File: config.mk
export PLATFORM = sky130hd
export DESIGN_NAME = scmi_irq_ctrl
export DESIGN_NICKNAME = d
export VERILOG_FILES = /design/src/rtl/scmi_irq_ctrl.sv
export SDC_FILE = /design/constraint.sdc
export NUM_CORES = 1
export LEC_CHECK = 0
export CORE_MARGIN = 2
export CORE_UTILIZATION = 39
export DETAILED_ROUTE_END_ITERATION = 10
export PLACE_DENSITY = 0.77
export SYNTH_ARGS = -nofsm -noshare
export SYNTH_HDL_FRONTEND = slang
export SYNTH_SLANG_ARGS = --single-unit
File: constraint.sdc
create_clock -name clk_i -period 1.8 [get_ports clk_i]
set_clock_uncertainty 0.2 [all_clocks]
set_input_delay 0.18 -clock clk_i [delete_from_list [all_inputs] [get_ports clk_i]]
set_output_delay 0.18 -clock clk_i [all_outputs]
set_load 0.02 [all_outputs]
File: src/rtl/scmi_irq_ctrl.sv
// SCMI doorbell interrupt controller: per-channel edge detect, masking, coalescing.
// Optional ack timeout enabled with `define SCMI_IRQ_TIMEOUT_EN.
module scmi_irq_ctrl #(
    parameter int NUM_CH = 2,
    parameter int TMO_W  = 16,
    parameter int CNT_W  = 8
) (
    input  logic                    clk_i,
    input  logic                    rst_i,
    input  logic [NUM_CH-1:0]       doorbell_i,
    input  logic [NUM_CH-1:0]       mask_i,
    input  logic [NUM_CH-1:0]       ack_i,
    input  logic [TMO_W-1:0]        tmo_cyc_i,
    output logic [NUM_CH-1:0]       irq_o,
    output logic [NUM_CH-1:0]       tmo_o,
    output logic [NUM_CH*CNT_W-1:0] coal_cnt_o
);

`ifdef SCMI_IRQ_TIMEOUT_EN
    typedef enum logic [1:0] {IDLE, ASSERT, TIMEOUT} state_e;
`else
    typedef enum logic [1:0] {IDLE, ASSERT} state_e;
    logic unused_tmo;
    assign unused_tmo = ^tmo_cyc_i;
    assign tmo_o      = '0;
`endif

    logic [NUM_CH-1:0] doorbell_q;
    logic [NUM_CH-1:0] db_edge;

    // Sampled even in reset so a level held across reset release is no edge.
    always_ff @(posedge clk_i) begin
        doorbell_q <= doorbell_i;
    end

    assign db_edge = doorbell_i & ~doorbell_q;

    for (genvar c = 0; c < NUM_CH; c++) begin : g_ch
        state_e           state_q, state_d;
        logic             pend_q, pend_d;
        logic [CNT_W-1:0] coal_q, coal_d;
`ifdef SCMI_IRQ_TIMEOUT_EN
        logic [TMO_W-1:0] timer_q, timer_d;
`endif

        always_comb begin
            state_d = state_q;
            pend_d  = pend_q;
            coal_d  = coal_q;
`ifdef SCMI_IRQ_TIMEOUT_EN
            timer_d = timer_q;
`endif
            case (state_q)
                IDLE: begin
                    if (db_edge[c]) pend_d = 1'b1;
                    if (pend_q && !mask_i[c]) begin
                        state_d = ASSERT;
                        pend_d  = db_edge[c];
                        coal_d  = '0;
`ifdef SCMI_IRQ_TIMEOUT_EN
                        timer_d = '0;
`endif
                    end
                end
                default: begin
                    // Ack wins over a simultaneous edge; the edge re-pends.
                    if (ack_i[c]) begin
                        state_d = IDLE;
                        pend_d  = db_edge[c];
                        coal_d  = '0;
                    end else begin
                        if (db_edge[c] && coal_q != '1)
                            coal_d = coal_q + 1'b1;
`ifdef SCMI_IRQ_TIMEOUT_EN
                        if (state_q == ASSERT) begin
                            if (tmo_cyc_i != '0 && timer_q == tmo_cyc_i)
                                state_d = TIMEOUT;
                            else
                                timer_d = timer_q + 1'b1;
                        end
`endif
                    end
                end
            endcase
        end

        always_ff @(posedge clk_i) begin
            if (rst_i) begin
                state_q <= IDLE;
                pend_q  <= 1'b0;
                coal_q  <= '0;
`ifdef SCMI_IRQ_TIMEOUT_EN
                timer_q <= '0;
`endif
            end else begin
                state_q <= state_d;
                pend_q  <= pend_d;
                coal_q  <= coal_d;
`ifdef SCMI_IRQ_TIMEOUT_EN
                timer_q <= timer_d;
`endif
            end
        end

        assign irq_o[c]                     = (state_q != IDLE);
        assign coal_cnt_o[c*CNT_W +: CNT_W] = coal_q;
`ifdef SCMI_IRQ_TIMEOUT_EN
        assign tmo_o[c] = (state_q == TIMEOUT);
`endif
    end

endmodule

==> flow_metrics.tcl, run 1 <==
set metrics [dict create \
    drtIter0Drc 42 \
    die_area_mm2 0.003399 \
    core_area_mm2 0.002781 \
    reg2reg_setup_slack_ps 70 \
    initial_core_util 0.4134 \
    cp.arrival_ps 1370 \
    gr-total-overflow 0 \
    seqCellArea_um2 442.9 \
    grt_max_degree 14 \
    drt_wl_total_um 3025 \
    vias 1268 \
    drcViolationCount 0 \
    drive_above_1_share 0.2181 \
    crit_family "buffers and inverters" \
    startpoint "g_ch[0].coal_q[7]$_SDFFE_PP0P_" \
    final_util 0.6100 \
    vias_per_cell 5.790 \
    criticalPathCategory "register to primary output" \
    place_area_mm2 0.001594 \
    finalHoldViolations 0 \
    fmax_mhz 572.4 \
    critPathSlowestCell "clkdlybuf4s50_1" \
    grt_antenna_before_repair 0 \
    multi_input_area_um2 693.2 \
    port_buffers 25 \
    pin_count 44 \
    fillerInstances 241 \
    start_kind "register" \
    wl_met1_um 1253 \
    yosysWarningCount 0 \
    wl_per_cell_um 13.81 \
    worst_hold_path.num_cells 1 \
    dp_hpwl_um 2292 \
    synth_most_common_cell "dfxtp_1" \
    r2r_start "g_ch[0].coal_q[0]$_SDFFE_PP0P_" \
    grt_pass1_wl_um 5188 \
    layout.nets 215 \
    setup_viol 0 \
    tritoncts "done" \
    syn_area_per_cell_um2 8.272 \
    dr.max_layer_used "met4" \
    synthArstFlopShare 0 \
    drtAntennaViolNets 0 \
    synth_top_area_share 0.3830 \
    first_pass_iters 4 \
    instances_no_fill 219 \
    vdd.ir_drop.worst_v 0.0008831 \
    drv_slew 0 \
    synth_cell_types 38 \
    clk_path_buf_depth 2 \
    path_clk_slew_ps 130 \
    root_buffer "clkbuf_4" \
    die_x_um 58.30 \
    met2WireLength_um 1626 \
    synth_edf_count 0 \
    htreeDepth 1 \
    wl_met3_um 139 \
    fin_tns_setup_ps 0 \
    cp_max_fo 5 \
    hold_path.class "input pin to register" \
    grt_pass1_vias 1231 \
    clk_latency_ps 320 \
    crit_chain "clkdlybuf4s50_1" \
    fin_area_mm2 0.001697 \
    worst-path-buf-inv 1 \
    p_per_area_mw_per_mm2 595.5 \
    antenna_cells 0 \
    r2r-end "g_ch[0].coal_q[5]$_SDFFE_PP0P_" \
    status "completed" \
    post-place-cells 215 \
    die_height_um 58.30 \
    grt.total_usage 0.1898 \
    critical-path-max-stage-delay_ps 630 \
    clock_sinks 22 \
    synthTopCellsByCount "22 x dfxtp_1, 16 x nand3_1, 13 x nand2_1" \
    seq_area_frac_synth 0.3830 \
    cp.required_ps 1420 \
    r2r_cells 5 \
    cts_buffers 3 \
    min_period_over_period 0.9705 \
    leakagePower_uw 0.0007904 \
    synth.largest_area_cell "dfxtp_1" \
    path_depth 1 \
    worstSetupEndpointType "primary output" \
    place.gp.congestion 0.8615 \
    syn_area_mm2 0.001150 \
    ys.flop_type "dfxtp_1" \
    ctsHoldBuffers 0 \
    synth_cells 139 \
    synth.area.top_cells "dfxtp_1 38%, nand3_1 7.0%, a21oi_1 5.2%, a2111o_1 4.9%, nand2_1 4.2%" \
    maxCapViolations 0 \
    endpoint "coal_cnt_o[7]" \
    row_count 19 \
    finalWorstPathRequiredPeriod_ps 1747 \
    ys_ff_latch 22 \
    area_growth_pct 47.55 \
]
cell type report:
type / count / area share
multi-input combinational: 108 / 0.4086
inverter: 4 / 0.008850
tap: 31 / 0.02286
clock inverter: 1 / 0.01770
sequential: 22 / 0.2611
timing repair buffer: 50 / 0.2677
clock buffer: 3 / 0.01327
registers in the layout, indices dropped and copies added, names as in the netlist:
name	cells
doorbell_q	2
g_ch.coal_q	16
g_ch.pend_q	2
g_ch.state_q	2
layout by cell type, fill, tap and decap left out, types with 4 or more instances in the layout:
cell	n
a2111o_1	5
a21oi_1	9
buf_4	25
clkdlybuf4s50_1	11
dfxtp_1	20
dlygate4sd2_1	5
dlymetal6s2s_1	9
inv_1	4
nand2_1	13
nand2b_1	4
nand3_1	14
nor2_1	6
nor2b_1	5
o21a_1	4
o21ai_0	5
power by group:
part           total (uW)  internal (uW)  switching (uW)  leakage, uW
logic                 122           55.5            66.1     0.000583
registers             503            497            6.43     0.000180
clock network         386            225             160    0.0000279
total                1010            777             233     0.000790
how the worst min path moves through the flow:
stage / startpoint / to / slack [ps]
floorplan: doorbell_i[0] / doorbell_q[0]$_DFF_P_ / 8
global placement: g_ch[1].coal_q[5]$_SDFFE_PP0P_ / g_ch[1].coal_q[5]$_SDFFE_PP0P_ / 280
detailed placement: g_ch[1].coal_q[5]$_SDFFE_PP0P_ / g_ch[1].coal_q[5]$_SDFFE_PP0P_ / 290
CTS: doorbell_i[0] / doorbell_q[0]$_DFF_P_ / 140
global route: doorbell_i[0] / doorbell_q[0]$_DFF_P_ / 140
finish: doorbell_i[0] / doorbell_q[0]$_DFF_P_ / 150
timing repair:
| action | 4_1_cts | 5_1_grt |
|---|---|---|
| buffers inserted | 0 | 0 |
| gates resized for setup | 7 | 15 |
| endpoints found under the setup margin | 9 | 25 |
logic make-up after synthesis:
group	after synthesis	synth area share
simple gates	63	0.2949
fa+ha+maj	2	0.02176
buf+inv	10	0.04678
compound gates	40	0.2416
mux	1	0.008705
flops	22	0.3830
other cells	1	0.003261
per-stage QoR:
| step | hold WS, ps | total power [uW] | worst slack, ps |
|---|---|---|---|
| floorplan | 7.717 | 575.3 | 4.092 |
| CTS | 143.2 | 1017 | 5.874 |
| finish | 151.1 | 1010 | 53.05 |
| detailed placement | 286.8 | 631.8 | -247.7 |
| global route | 143.5 | 1051 | -0.5920 |
| global placement | 276.8 | 626.4 | -195.4 |
layer usage:
layer | track usage | vias up
li1 | - | 624
met1 | 0.2209 | 604
met2 | 0.3515 | 38
met3 | 0.04835 | 2
met4 | 0.03322 | 0
met5 | 0 | -
No activity file was read; power rests on OpenSTA's default activity.
==> run 2: changes to the inputs <==
--- a/config.mk
+++ b/config.mk
@@ -6,9 +6,9 @@
 export NUM_CORES = 1
 export LEC_CHECK = 0
 export CORE_MARGIN = 2
-export CORE_UTILIZATION = 39
+export CORE_UTILIZATION = 35
 export DETAILED_ROUTE_END_ITERATION = 10
-export PLACE_DENSITY = 0.77
+export PLACE_DENSITY = 0.71
 export SYNTH_ARGS = -nofsm -noshare
 export SYNTH_HDL_FRONTEND = slang
 export SYNTH_SLANG_ARGS = --single-unit
==> run 2 against run 1 <==
Largest power group unchanged. Design area grew 4.3%. Register-to-register slack is essentially flat. Non-clock buffer count grew 6. Clock power is essentially flat. Sequential power is essentially flat. Routed wire length grew 7.4%. Utilization shrank 3.5 points. First-iteration DRC count shrank 17%. Via count shrank 0.71%. Power grew 0.85%. Flip-flop and latch count is the same.
==> flow_metrics.tcl, run 2 (synthesis results as in run 1) <==
set metrics [dict create \
    drcViolationCount 0 \
    p_sw_uw 235.6 \
    post-place-ws_ps -321.4 \
    drtAntennaViolNets 0 \
    critical-path-max-stage-delay_ps 520 \
    gr-total-overflow 0 \
    initial_core_util 0.3736 \
    grt_max_degree 14 \
    drt_wl_total_um 3250 \
    postCtsSetupRepairBufs 0 \
    first_pass_iters 4 \
    dp_hpwl_um 2376 \
    crit_chain "ha_1, nand3_2, o221ai_4, or4_1, a21oi_1" \
    fin_tns_setup_ps 0 \
    grt.total_usage 0.1840 \
    largest_reg_flops 16 \
    final_common_cell "buf_4" \
    rsz0062_at_grt "true" \
    layout.nets 221 \
    ctsHoldBuffers 0 \
    clk_path_buf_depth 2 \
    core_area_mm2 0.003078 \
    critPathSlowestCell "or4_1" \
    root_buffer "clkbuf_4" \
    cp_max_fo 8 \
    antenna_cells 0 \
    leakagePower_uw 0.0008375 \
    intPower_uw 783.3 \
    finalHoldViolations 0 \
    wl_per_cell_um 13.66 \
    path_clk_slew_ps 140 \
    port_buffers 25 \
    die_area_mm2 0.003760 \
    r2r_cells 5 \
    start_kind "register" \
    htreeDepth 1 \
    grt_pass1_wl_um 5285 \
    criticalPathCategory "register to register" \
    p_per_area_mw_per_mm2 575.9 \
    min_period_over_period 0.9682 \
    p_clk_frac 0.381 \
    hold_slack_ps 141.0 \
    cts_buffers 3 \
    tritoncts "done" \
    status "completed" \
    clk_latency_ps 320 \
    setup_viol 0 \
    fmax_mhz 573.8 \
    grt_pass1_vias 1320 \
    area_growth_pct 53.86 \
    worstMarginPinSlew_ps 512.0 \
    drive_above_1_share 0.2320 \
    cp.required_ps 1850 \
    finalWorstPathRequiredPeriod_ps 1743 \
    die_x_um 61.32 \
    post-route-worst-setup-slack_ps 57.30 \
    pin_count 44 \
    drv_slew 0 \
    final_cell_mix "30 x buf_4, 20 x dfxtp_1, 15 x nand3_1, 13 x nand2_1, 11 x a21oi_1" \
    vias 1259 \
    maxCapViolations 0 \
    grt_antenna_before_repair 0 \
    die_height_um 61.32 \
    power.share.combinational 0.125 \
    worstSetupEndpointType "register" \
    drtIter0Drc 35 \
    vias_per_cell 5.290 \
    clock_sinks 22 \
    switching_share 0.2312 \
    max_flop_register "g_ch.coal_q" \
    max-slew-margin-rel 0.6586 \
    row_count 20 \
    worst_hold_path.num_cells 1 \
    sequentialPowerShare 0.494 \
    vdd.ir_drop.worst_v 0.0004449 \
    place.gp.congestion 0.8266 \
    cp.arrival_ps 1790 \
    hold_path.class "input pin to register" \
]
[run 2: critical path: cells and delay by family (launching register included)]
kind / cells / cell delay, ps
AOI/OAI and AO/OA: 2 / 280
adders and majority gates: 1 / 210
DFF: 1 / 350
and+or+nand+nor: 2 / 640
[run 2: timing repair]
action | 4_1_cts | 5_1_grt
setup endpoints to repair | 17 | 24
cloned | 0 | 0
pin swaps | 0 | 2
resized for setup | 11 | 15
[run 2: through the flow]
stage,cells,utilization,area [um2],total power [uW]
after global placement,234,0.5378,1655,633.5
after CTS,238,0.5565,1713,1022
after floorplan,140,-,1156,575.3
after global routing,238,0.5748,1769,1062
final,238,0.5748,1769,1019
after detailed placement,234,0.5378,1655,637.9
[run 2: final timing paths]
path	start	end	slack (ps)
worst min register to register	g_ch[1].coal_q[5]$_SDFFE_PP0P_	g_ch[1].coal_q[5]$_SDFFE_PP0P_	330
worst min-delay path	doorbell_i[0]	doorbell_q[0]$_DFF_P_	140
worst max-delay path	g_ch[0].coal_q[0]$_SDFFE_PP0P_	g_ch[0].coal_q[5]$_SDFFE_PP0P_	60
worst max register to register	g_ch[0].coal_q[0]$_SDFFE_PP0P_	g_ch[0].coal_q[5]$_SDFFE_PP0P_	60
[run 2: final cells by class]
cell class | instances | area, um2
Clock buffer | 3 | 22.52
Clock inverter | 1 | 30.03
Fill cell | 305 | 1309
Inverter | 4 | 15.01
Multi-Input combinational cell | 108 | 704.4
Sequential cell | 22 | 442.9
Tap cell | 44 | 55.05
Timing Repair Buffer | 56 | 499.2
[run 2: per-layer routing]
layer / vias to the layer above / GRT usage / share of wire
met1: 596 / 0.1979 / 0.41
li1: 633 / - / -
met4: 0 / 0.03727 / 0.0031
met2: 28 / 0.3632 / 0.55
met3: 2 / 0.03992 / 0.038
met5: - / 0 / 0
[run 2: power groups by stage]
stage | clock [uW] | sequential (uW) | combinational, uW
after floorplan | 0 | 521 | 54.6
after global routing | 417 | 504 | 140
after detailed placement | 0 | 513 | 125
after global placement | 0 | 512 | 122
final | 388 | 503 | 128
after CTS | 396 | 502 | 124
